### src/rtl/uart_rx.sv
// UART receiver: 2-FF synchronised serial input, 16x-style oversampled
// mid-bit sampling, optional parity, one stop bit, break detection.
module uart_rx #(
  parameter int unsigned DATA_BITS  = 8,
  parameter int unsigned OVERSAMPLE = 16,
  parameter int unsigned PARITY_EN  = 0,
  parameter int unsigned PARITY_ODD = 0
) (
  input  logic                 clk,
  input  logic                 arst_n,
  input  logic                 rx_clk_en,
  input  logic                 rx,
  output logic [DATA_BITS-1:0] data_out,
  output logic                 data_valid,
  output logic                 parity_err,
  output logic                 frame_err,
  output logic                 busy
);

  localparam int unsigned OSW = $clog2(OVERSAMPLE);
  localparam int unsigned BCW = (DATA_BITS > 1) ? $clog2(DATA_BITS) : 1;
  localparam logic [OSW-1:0] OS_HALF = OSW'(OVERSAMPLE / 2 - 1);
  localparam logic [OSW-1:0] OS_LAST = OSW'(OVERSAMPLE - 1);
  localparam logic [BCW-1:0] BC_LAST = BCW'(DATA_BITS - 1);
  localparam logic           PAR_ODD = 1'(PARITY_ODD);

  typedef enum logic [2:0] {
    IDLE,
    START,
    DATA,
    PARITY,
    STOP,
    BREAK
  } state_t;

  state_t               state;
  logic [1:0]           sync;
  logic                 rx_s;
  logic [OSW-1:0]       os_cnt;
  logic [BCW-1:0]       bit_cnt;
  logic [DATA_BITS-1:0] shreg;
  logic                 par_bit;

  // Synchroniser resets to the idle (high) line level
  always_ff @(posedge clk or negedge arst_n) begin
    if (!arst_n) sync <= 2'b11;
    else         sync <= {sync[0], rx};
  end

  assign rx_s = sync[1];

  // Frame FSM; advances only on oversample ticks, pulses clear every clk
  always_ff @(posedge clk or negedge arst_n) begin
    if (!arst_n) begin
      state      <= IDLE;
      os_cnt     <= '0;
      bit_cnt    <= '0;
      shreg      <= '0;
      par_bit    <= 1'b0;
      data_out   <= '0;
      data_valid <= 1'b0;
      parity_err <= 1'b0;
      frame_err  <= 1'b0;
      busy       <= 1'b0;
    end else begin
      data_valid <= 1'b0;
      parity_err <= 1'b0;
      frame_err  <= 1'b0;
      if (rx_clk_en) begin
        case (state)
          IDLE: begin
            if (!rx_s) begin
              state  <= START;
              os_cnt <= '0;
              busy   <= 1'b1;
            end
          end
          START: begin
            if (os_cnt == OS_HALF) begin
              if (rx_s) begin
                state <= IDLE;
                busy  <= 1'b0;
              end else begin
                os_cnt  <= '0;
                bit_cnt <= '0;
                state   <= DATA;
              end
            end else begin
              os_cnt <= os_cnt + 1'b1;
            end
          end
          DATA: begin
            if (os_cnt == OS_LAST) begin
              shreg   <= {rx_s, shreg[DATA_BITS-1:1]};
              os_cnt  <= '0;
              bit_cnt <= bit_cnt + 1'b1;
              if (bit_cnt == BC_LAST) state <= (PARITY_EN != 0) ? PARITY : STOP;
            end else begin
              os_cnt <= os_cnt + 1'b1;
            end
          end
          PARITY: begin
            if (os_cnt == OS_LAST) begin
              par_bit <= rx_s;
              os_cnt  <= '0;
              state   <= STOP;
            end else begin
              os_cnt <= os_cnt + 1'b1;
            end
          end
          STOP: begin
            if (os_cnt == OS_LAST) begin
              os_cnt <= '0;
              if (rx_s) begin
                data_out   <= shreg;
                data_valid <= 1'b1;
                parity_err <= (PARITY_EN != 0) && (par_bit ^ (^shreg) ^ PAR_ODD);
                state      <= IDLE;
                busy       <= 1'b0;
              end else begin
                frame_err <= 1'b1;
                state     <= BREAK;
              end
            end else begin
              os_cnt <= os_cnt + 1'b1;
            end
          end
          BREAK: begin
            // One frame_err per held-low line; wait for it to return high
            if (rx_s) begin
              state <= IDLE;
              busy  <= 1'b0;
            end
          end
          default: begin
            state <= IDLE;
            busy  <= 1'b0;
          end
        endcase
      end
    end
  end

endmodule

### config.mk
export PLATFORM = sky130hd
export DESIGN_NAME = uart_rx
export DESIGN_NICKNAME = d
export VERILOG_FILES = /design/src/rtl/uart_rx.sv
export SDC_FILE = /design/constraint.sdc
export NUM_CORES = 1
export LEC_CHECK = 0
export CAP_MARGIN = 0
export CORE_MARGIN = 2
export CORE_UTILIZATION = 55
export DETAILED_ROUTE_END_ITERATION = 8
export DONT_BUFFER_PORTS = 1
export PLACE_DENSITY = 0.81
export SLEW_MARGIN = 15
export SYNTH_ARGS = -nofsm -noshare
export SYNTH_HDL_FRONTEND = slang
export SYNTH_SLANG_ARGS = --single-unit
### constraint.sdc
create_clock -name clk -period 1.8 [get_ports clk]
set_clock_uncertainty 0.15 [all_clocks]
set_input_delay 0.18 -clock clk [delete_from_list [all_inputs] [get_ports clk]]
set_output_delay 0.18 -clock clk [all_outputs]
set_load 0.005 [all_outputs]
==> impl_results.md <==
- Synth area leader: dfrtp_1
- Post-DP HPWL: 2120 um
- Global-route wire length before repair: around 5300 um
- Internal Power: between 0.001 and 0.0015 W
- Via density: ~6
- Clk_lat worst skew: roughly 330 ps
- Max Fclk: about 0.54 GHz
- Register share of total power: about 39%
- Final period utilization: 102%
- # diodes: 0
- Crit-path leading delay family: flip-flops
- P_leak: between 0.8 and 0.9 nW
- Num CTS Buffers: 5
- Layout cells sized above 1: roughly 47%
- Starting Density: slightly below 60%
- Crit path required time: ~1900 ps
- Routability cong.: approximately 0.86
- Drc violations: 0
- Primary FF master, synth: dfrtp_1
- Post-Syn Area: 1480 um^2
- Die width: between 50 and 60 um
- Worst-path clk slew: roughly 100 ps
- Startpoint Class: flop
- Minimum clock period: between 1500 and 2000 ps
- CP max FO: 2
- Worst path slowest cell: dfrtp_1
- Unrepaired setup endpoints after global routing: true
- Most common cell in the netlist: dfrtp_1
- Critical path type: reg -> reg
- Nets: between 150 and 200
- Dpl ws: -97.6 ps
- DRT Pass-1 Iters: 4
- Slack of the critical path: -41.1 ps
- Critical path capture point type: flop
- Sw power: between 0.0006 and 0.0007 W
- Vias in the first global route: approximately 1100
- Ys async rst share: 100%
- CTS tree: built
- Distinct cells, synth: 39
- Tot GR Track Use: 22.8%
- Buf/Inv on CP: 0
- Mapped Avg Cell Area: 12.2 um^2
- Clock power share: around 26%
- EDFF count, synth: 0
- Sw Share: 32.0%
- I/O pin count: 16
- Synth warn: 0
- Worst Hold Class: in -> reg
- Die Area: ~3100 um^2
- DR iter-0 viols: between 50 and 60
- WL met2: ~1600 um
- Worst path max stage delay: about 400 ps
- # port buffers: 0
- Worst-path cell chain: ha_2, ha_2, nand2b_4, a211o_1, nand3_2, or2_4, mux2_4
- Flop2flop setup slack: -40 ps
- Routed len/inst: about 18 um
- Drt total wl: about 3200 um
- Syn Nets: roughly 130
- Die Ht: ~56 um
- Top-area cell type share of the netlist area: between 40% and 50%
- Largest net degree at the start of global routing: 32
- Via count: approximately 1000
- Max-slew violations: 0
- Initial antenna violation count: 0
- Synth top area cells: dfrtp_1 49%, mux2_2 12%, dfstp_2 3.6%, o21ai_0 3.1%, ha_1 2.5%
- Cell row count: 18
- CTS max path bufs: 2
- Highest routed layer: met4
- Finished Layout Cells: around 180
- Final setup fails: 1
- Comb power frac: about a third
- Area grow syn2layout: 24.3%
- TritonCTS Sinks: 31
- MaxCap Viol Count: 0
- Metal-1 WL: roughly 1400 um
- Failing checks: negative hold slack, negative setup slack
- Routed length on met3: approximately 210 um
- Htree depth: 2
- Data arrival, critical path: between 1500 and 2000 ps
- Clock Root Buffer: clkbuf_4
- CP most frequent cell: ha_2
- Commonest cells post-synth: 29 x dfrtp_1, 16 x mux2_2, 9 x nand2_1, 9 x o21ai_0, 5 x nand3_1
- Setup TNS: -41.1 ps
- Total gr overflow: 0
- Fin util: ~73%
- Peak VDD IR: between 0.001 and 0.0015 V
- Post-Syn Instances: approximately 120
- Outcome: complete, but fails checks
- DRT antenna net count: 0
- Register bit total from synthesis: 31
- Sequential area share after synthesis: 52.8%
- Final hold viol count: 18
- Final Hold Slack: -152 ps
- Floorplan core area: about 2500 um^2
- PwrDens: roughly 1200 nW/um^2
- Post-placement cell count: ~160
- Hold Buf Count CTS: 4
==> cell families (layout without fill, tap and decap cells) <==
kind of cell / after synthesis / in the layout / share of synthesized area (%)
buffers and inverters: 8 / 32 / 3.05
DFF: 31 / 31 / 52.8
and+or+nand+nor: 35 / 35 / 14.0
adders and majority gates: 3 / 3 / 2.54
AOI/OAI and AO/OA: 24 / 24 / 12.9
xor gates and xnor gates: 1 / 1 / 0.594
other: 1 / 1 / 0.254
muxes: 18 / 18 / 13.9
==> routing by layer <==
layer | up-vias | track usage [%]
met5 | - | 0
met3 | 2 | 9.07
met2 | 36 | 36.9
li1 | 479 | -
met4 | 0 | 10.1
met1 | 528 | 26.6
==> cell usage in the layout (no fill, tap or decap), types with 2 or more instances in the layout <==
cell type	count
inv_1	2
buf_4	18
nand3_2	2
dfrtp_1	27
nor2_1	2
and3_4	2
nand3_1	4
a211o_1	2
mux2_2	16
ha_2	2
dlygate4sd3_1	2
dfstp_2	2
clkbuf_4	5
nor3_1	2
dfrtp_2	2
nand2_4	2
nor2b_1	4
o21ai_0	9
nand2_1	8
nand2b_1	2
a32o_1	3
==> repair_timing <==
action                     in CTS  in global routing
buffers inserted                0                  2
gates resized for setup         3                 13
hold endpoints to repair       49                 18
setup endpoints to repair      10                 23
pin swaps                       0                  7
==> worst register-to-register path, delay by kind of cell, from the launching register on <==
| kind | cells | cell delay (ps) |
|---|---|---|
| compound gates | 1 | 260 |
| fa+ha+maj | 2 | 330 |
| simple gates | 3 | 310 |
| flops | 1 | 400 |
| mux | 1 | 290 |
==> worst paths after layout <==
| path | startpoint | to | cells after the start |
|---|---|---|---|
| setup reg to reg | bit_cnt[1] | state[1] | 7 |
| hold reg to reg | sync[0] | sync[1] | 0 |
| max in group asynchronous | arst_n | sync[0] | 2 |
| setup / recovery | bit_cnt[1] | state[1] | 7 |
| min in group asynchronous | arst_n | os_cnt[1] | 2 |
| hold / removal | rx_clk_en | bit_cnt[1] | 1 |
==> final cells by class <==
type / count / area (um^2)
clock buffer: 5 / 37.5
clock inverter: 3 / 43.8
fill: 157 / 667
inverter: 2 / 7.51
multi-input combinational: 82 / 739
sequential: 31 / 781
tap: 30 / 37.5
timing repair buffer: 22 / 186
==> power by group through the flow <==
stage                     sequential, W  combinational (W)  clock [W]
after floorplan                0.000809           0.000387          0
after global placement         0.000823           0.000559          0
after detailed placement       0.000828           0.000592          0
after CTS                      0.000816           0.000632   0.000548
after global routing           0.000846           0.000801   0.000587
final                          0.000839           0.000745   0.000546
==> per-stage QoR <==
stage,instance area (um^2),power [W]
after global routing,1830,0.00223
after CTS,1770,0.00200
after global placement,1620,0.00138
after detailed placement,1620,0.00142
after floorplan,1490,0.00120
final,1830,0.00213
==> registers in the layout, summed over array words and instances (netlist names) <==
name,flops
sync,2
data_out,8
busy,1
data_valid,1
shreg,8
frame_err,1
os_cnt,4
state,3
bit_cnt,3
(Power assumes the default switching activity.)
